### config.mk
export PLATFORM = sky130hd
export DESIGN_NAME = parking_gate_arbiter
export DESIGN_NICKNAME = d
export VERILOG_FILES = /design/src/rtl/parking_gate_arbiter.sv
export SDC_FILE = /design/constraint.sdc
export NUM_CORES = 1
export LEC_CHECK = 0
export BUFFER_PORTS_ARGS = -buffer_cell sky130_fd_sc_hd__buf_2
export CAP_MARGIN = 10
export CELL_PAD_IN_SITES_DETAIL_PLACEMENT = 0
export CELL_PAD_IN_SITES_GLOBAL_PLACEMENT = 1
export CORE_MARGIN = 4
export CORE_UTILIZATION = 40
export DETAILED_ROUTE_END_ITERATION = 8
export PLACE_DENSITY_LB_ADDON = 0.1
export SYNTH_ARGS = -nofsm -noshare
export SYNTH_HDL_FRONTEND = slang
export SYNTH_SLANG_ARGS = --single-unit
### constraint.sdc
create_clock -name clk -period 9.1 [get_ports clk]
set_input_delay 0.455 -clock clk [delete_from_list [all_inputs] [get_ports clk]]
set_output_delay 0.455 -clock clk [all_outputs]
set_load 0.02 [all_outputs]
### src/rtl/parking_gate_arbiter.sv
// Purpose: sequences the shared parking gate, arbitrating entry/exit cars and tracking occupancy.
// Latency: a grant and the motor drive appear one cycle after the request is sampled; all outputs are registered.
// Backpressure: requests are level inputs that are not queued; they are re-evaluated each time the gate is idle.
module parking_gate_arbiter #(
  parameter int CAPACITY       = 5,
  parameter int CNT_W          = 8,
  parameter int HOLD_CYCLES    = 10,
  parameter int MOTION_TIMEOUT = 50
) (
  input  logic             clk,
  input  logic             rst,
  input  logic             car_entry_req,
  input  logic             car_exit_req,
  input  logic             car_passed,
  input  logic             gate_max,
  input  logic             gate_min,
  input  logic             fault_clear,
  output logic             gate_open,
  output logic             gate_close,
  output logic             entry_grant,
  output logic             exit_grant,
  output logic [CNT_W-1:0] occupancy,
  output logic             full,
  output logic             fault
);

  localparam int TMR_W = $clog2(MOTION_TIMEOUT + 1);
  localparam int HLD_W = $clog2(HOLD_CYCLES + 1);

  localparam logic [CNT_W-1:0] CAP       = CNT_W'(CAPACITY);
  localparam logic [TMR_W-1:0] TMR_LAST  = TMR_W'(MOTION_TIMEOUT - 1);
  localparam logic [HLD_W-1:0] HOLD_LOAD = HLD_W'(HOLD_CYCLES);
  localparam logic [HLD_W-1:0] HOLD_ONE  = HLD_W'(1);

  typedef enum logic [2:0] {
    S_IDLE,
    S_OPENING,
    S_HOLD,
    S_CLOSING,
    S_FAULT
  } state_t;

  state_t             state_q, state_d;
  logic [TMR_W-1:0]   timer_q, timer_d;
  logic [HLD_W-1:0]   hold_q, hold_d;
  logic [CNT_W-1:0]   occupancy_q, occupancy_d;
  logic               counted_q, counted_d;     // pass already counted in this gate cycle
  logic               last_exit_q, last_exit_d; // 1: exit won the most recent tie
  logic               gate_open_q, gate_open_d;
  logic               gate_close_q, gate_close_d;
  logic               entry_grant_q, entry_grant_d;
  logic               exit_grant_q, exit_grant_d;
  logic               fault_q, fault_d;

  logic entry_elig;
  logic exit_elig;
  logic limit_conflict;

  assign entry_elig     = car_entry_req && (occupancy_q < CAP);
  assign exit_elig      = car_exit_req && (occupancy_q != '0);
  assign limit_conflict = gate_max && gate_min;

  // Next-state, timers, occupancy and the registered (Moore) output values.
  always_comb begin
    state_d       = state_q;
    timer_d       = timer_q;
    hold_d        = hold_q;
    occupancy_d   = occupancy_q;
    counted_d     = counted_q;
    last_exit_d   = last_exit_q;
    entry_grant_d = entry_grant_q;
    exit_grant_d  = exit_grant_q;

    case (state_q)
      S_IDLE: begin
        timer_d   = '0;
        counted_d = 1'b0;
        if (entry_elig && exit_elig) begin
          // Round-robin only decides ties; single-sided grants leave the pointer alone.
          entry_grant_d = last_exit_q;
          exit_grant_d  = !last_exit_q;
          last_exit_d   = !last_exit_q;
          state_d       = S_OPENING;
        end else if (entry_elig) begin
          entry_grant_d = 1'b1;
          state_d       = S_OPENING;
        end else if (exit_elig) begin
          exit_grant_d = 1'b1;
          state_d      = S_OPENING;
        end
      end

      S_OPENING: begin
        if (limit_conflict) begin
          state_d = S_FAULT;
        end else if (gate_max) begin
          state_d = S_HOLD;
          hold_d  = HOLD_LOAD;
        end else if (timer_q == TMR_LAST) begin
          state_d = S_FAULT;
        end else begin
          timer_d = timer_q + 1'b1;
        end
      end

      S_HOLD: begin
        if (limit_conflict) begin
          state_d = S_FAULT;
        end else if (car_passed) begin
          hold_d = HOLD_LOAD;
          if (!counted_q) begin
            counted_d = 1'b1;
            if (entry_grant_q && (occupancy_q < CAP)) begin
              occupancy_d = occupancy_q + 1'b1;
            end else if (exit_grant_q && (occupancy_q != '0)) begin
              occupancy_d = occupancy_q - 1'b1;
            end
          end
        end else if (hold_q <= HOLD_ONE) begin
          state_d = S_CLOSING;
          timer_d = '0;
        end else begin
          hold_d = hold_q - 1'b1;
        end
      end

      S_CLOSING: begin
        if (limit_conflict) begin
          state_d = S_FAULT;
        end else if (gate_min) begin
          state_d = S_IDLE;
        end else if (car_passed) begin
          // Obstruction: reopen for the same car; its pass is already counted.
          state_d = S_OPENING;
          timer_d = '0;
        end else if (timer_q == TMR_LAST) begin
          state_d = S_FAULT;
        end else begin
          timer_d = timer_q + 1'b1;
        end
      end

      S_FAULT: begin
        if (fault_clear) begin
          timer_d = '0;
          state_d = gate_min ? S_IDLE : S_CLOSING;
        end
      end

      default: begin
        state_d = S_IDLE;
      end
    endcase

    // Grants live only for a gate cycle; a fault or the return to idle drops them.
    if ((state_d == S_IDLE) || (state_d == S_FAULT)) begin
      entry_grant_d = 1'b0;
      exit_grant_d  = 1'b0;
    end

    gate_open_d  = (state_d == S_OPENING);
    gate_close_d = (state_d == S_CLOSING);
    fault_d      = (state_d == S_FAULT);
  end

  // State and output registers, cleared asynchronously.
  always_ff @(posedge clk or posedge rst) begin
    if (rst) begin
      state_q       <= S_IDLE;
      timer_q       <= '0;
      hold_q        <= '0;
      occupancy_q   <= '0;
      counted_q     <= 1'b0;
      last_exit_q   <= 1'b1;
      gate_open_q   <= 1'b0;
      gate_close_q  <= 1'b0;
      entry_grant_q <= 1'b0;
      exit_grant_q  <= 1'b0;
      fault_q       <= 1'b0;
    end else begin
      state_q       <= state_d;
      timer_q       <= timer_d;
      hold_q        <= hold_d;
      occupancy_q   <= occupancy_d;
      counted_q     <= counted_d;
      last_exit_q   <= last_exit_d;
      gate_open_q   <= gate_open_d;
      gate_close_q  <= gate_close_d;
      entry_grant_q <= entry_grant_d;
      exit_grant_q  <= exit_grant_d;
      fault_q       <= fault_d;
    end
  end

  assign gate_open   = gate_open_q;
  assign gate_close  = gate_close_q;
  assign entry_grant = entry_grant_q;
  assign exit_grant  = exit_grant_q;
  assign occupancy   = occupancy_q;
  assign full        = (occupancy_q == CAP);
  assign fault       = fault_q;

endmodule

==> reports/results.txt <==
# hold bufs at CTS -> 0
GR met3 Demand/Resource -> 0.03191
Slowest CP cell -> or4_1
Max Slew Vio Count -> 0
Fin nets -> 245
Core area -> 4414 sq um
Crit path launch -> occupancy[5]
Setup Fix Bufs, Post-CTS -> 0
Buf/Inv on CP -> 1
Status -> finished, final reports clean
Setup violations, final -> 0
Post-DRT Antenna Nets -> 0
Critical path class -> flop to flop
RSZ-0062 raised after global routing -> no
Ant diodes -> 0
Area grow syn2layout -> 13.54%
Most common flop cell mapped by yosys -> dfrtp_1
Met1 usage -> 0.2145
Die span in y -> 76.13 um
Critical path startpoint category -> flop
WP data arrival -> 3.46 ns
Cells after Synth -> 203
Ys async rst share -> 1.000
Tcrit/Tclk final -> 0.3623
CTS max path bufs -> 2
Post_cts resized -> 0
First drt pass iteration count -> 4
FP Rows -> 24
Clk slew on worst S/H paths -> 0.10 ns
Number of max-cap violations -> 0
1st-iter DRT viols -> 115
RR Startpoint -> occupancy[5]
Comb power frac -> 0.512
Share of layout cells above drive strength 1 -> 0.1867
Slew margin rel. -> 0.6693
Port Buf Inserts -> 21
Cts bufs inserted -> 3
Overall global routing resource usage -> 0.1524
Hpwl dp -> 3248 um
Max Clock Freq -> 303.3 MHz
Hold Fails Final Rpt -> 0
Reg2reg setup slack -> 5.80 ns
Vias -> 1626
Worst slew pin tran -> 0.4951 ns
Worst Hold Class -> input pin to asynchronous set/reset pin
Cell Pwr Density -> 301.1 nW/um^2
Clock power share -> 0.157
Fillcell total -> 430
RePlAce Congestion -> 0.8392
Seq pwr share -> 0.331
GRT overflow -> 0
Post-Syn Area -> 1857 sq um
Clock Sinks -> 28
Die X -> 76.13 um
First-pass GRT wire length -> 7396 um
Crit-path cells -> or4_1, nor3_1, inv_1, ha_1, a21oi_1, o211ai_1, o41a_1, and3_1, a2111o_1
Synth Area per Inst -> 9.147 sq um
Post-synth EDFFs -> 0
Final Total Pwr -> 634.8 uW
Initial Util -> 0.4206
Vias per inst -> 5.870
Lkg Pwr -> 0.9861 nW
Largest stage delay on the critical path -> 0.61 ns
Worst path required time -> 9.27 ns
P_int -> 354.7 uW
WL/cell -> 15.52 um
Initial antenna violation count -> 0
RR Endpoint -> occupancy[7]
Clock skew -> 0.001670 ns
NetSw -> 280.1 uW
Crit path depth -> 9
CP endpoint kind -> flop
Yosys top cell area share -> 0.3639
Clk root buf -> clkbuf_8
Sw Share -> 0.4412
Hold WS -> 0.1426 ns
Largest net degree at the start of global routing -> 29
DRC Markers -> 0
Clock Latency Late Sink -> 0.28 ns
Capture point of the critical path -> occupancy[7]
Register bit total from synthesis -> 28
R2r worst-path depth -> 9
Top Usage Layer GRT -> met2
Mapped Nets -> 222
Routed wire length -> 4298 um
Area leader, netlist -> dfrtp_1
Crit path time final -> 3.297 ns
Distinct cells, synth -> 54
Crit path max fanout -> 7
H-Tree Depth -> 1
Syn. warnings -> 0
Seq/Total Area, Yosys -> 0.3780
Largest cells by area after synthesis -> dfrtp_1 36%, ha_1 6.7%, nor2_1 3.8%
I/O pin count -> 22
M2 GR Usage -> 0.2286
Worst vdd ir -> 0.1041 mV
Top delay family on crit path -> simple AND/OR/NAND/NOR gates
Setup TNS -> 0 ns
CTS tree -> yes
Vias in the first global route -> 1583
Die area -> 5796 sq um
-- cell families (layout without fill, tap and decap cells) --
logic type,after synthesis,after routing,share of synthesized area
adder cells (fa/ha/maj),11,11,0.07817
XOR/XNOR,7,7,0.03302
flip-flops,28,28,0.3780
buffers and inverters,18,40,0.03774
AO/OA/AOI/OAI,51,51,0.1887
AND/OR/NAND/NOR,79,79,0.2318
multiplexers,9,9,0.05256
-- power by group through the flow --
stage	clock [mW]	sequential (mW)	combinational (mW)
global placement	0	0.210	0.314
finish	0.0994	0.210	0.325
detailed placement	0	0.212	0.324
CTS	0.102	0.210	0.326
floorplan	0	0.207	0.248
global route	0.106	0.219	0.367
-- area by class of cell --
type                    instances  area (sq um)  area share
multi-input cells             157          1085      0.5145
flip-flops and latches         28         701.9      0.3329
well taps                      52         65.06     0.03086
repair buffers                 22         132.6     0.06291
clock buffers                   3         41.29     0.01958
inverters                      14         52.55     0.02493
clock inverters                 1         30.03     0.01424
-- sequential cells by signal (all words and copies together) (netlist names) --
| signal | count |
|---|---|
| occupancy | 8 |
| timer_q | 6 |
| hold_q | 4 |
| state_q | 3 |
| counted_q | 1 |
| entry_grant | 1 |
| exit_grant | 1 |
| fault | 1 |
| gate_close | 1 |
| gate_open | 1 |
| last_exit_q | 1 |
-- worst reg2reg max path, cell delays in order, from the launching register on --
cell,delay (ns)
dfrtp_1,0.41
or4_1,0.61
nor3_1,0.37
inv_1,0.24
ha_1,0.32
a21oi_1,0.18
o211ai_1,0.15
o41a_1,0.37
and3_1,0.21
a2111o_1,0.33
-- synth_stat cells, drive strengths merged (6+ instances only) --
library cell / n
dfrtp: 27
nor2: 19
nand2: 16
inv: 14
o21ai: 13
a21oi: 12
ha: 10
nor3: 8
nand3: 7
mux2: 6
nand2b: 6
-- cell usage in the layout, fill, tap and decap left out, types with 3 or more instances in the layout --
cell type | synthesis | final
ha_1 | 10 | 10
nor2b_1 | 3 | 3
mux2_2 | 6 | 6
a21oi_1 | 12 | 12
xor2_1 | 3 | 3
o31ai_1 | 4 | 4
xnor2_1 | 4 | 4
mux2i_1 | 3 | 3
o22ai_1 | 3 | 3
buf_2 | 2 | 21
o211ai_1 | 3 | 3
inv_1 | 14 | 14
or3_1 | 3 | 3
nor2_1 | 19 | 19
nor3_1 | 8 | 8
dfrtp_1 | 27 | 27
nand2_1 | 16 | 16
clkbuf_8 | 0 | 3
nand3_1 | 7 | 7
nand2b_1 | 5 | 5
o21ai_0 | 11 | 11
-- per-stage QoR --
step | cells | instance area (sq um) | setup slack (ns) | util
final | 277 | 2108 | 5.803 | 0.4776
after global routing | 277 | 2108 | 5.539 | 0.4776
after CTS | 276 | 2081 | 5.807 | 0.4714
after detailed placement | 272 | 2009 | 5.838 | 0.4552
after global placement | 272 | 2009 | 5.921 | 0.4552
after floorplan | 203 | 1857 | 5.999 | -
-- how the worst min path moves through the flow --
stage	slack, ns	endpoint	from
6_report	0.14	timer_q[2]	rst
5_1_grt	0.17	timer_q[2]	rst
4_1_cts	0.47	last_exit_q	car_exit_req
3_5_place_dp	0.48	counted_q	counted_q
3_3_place_gp	0.46	timer_q[5]	timer_q[5]
2_1_floorplan	0.45	timer_q[5]	timer_q[5]
-- per-layer routing --
metal | routed length [um] | share of wire
met1 | 2019 | 0.47
met2 | 1961 | 0.46
met5 | 0 | 0
met3 | 263 | 0.061
met4 | 53 | 0.012
Power figures use the tool's default switching activity.
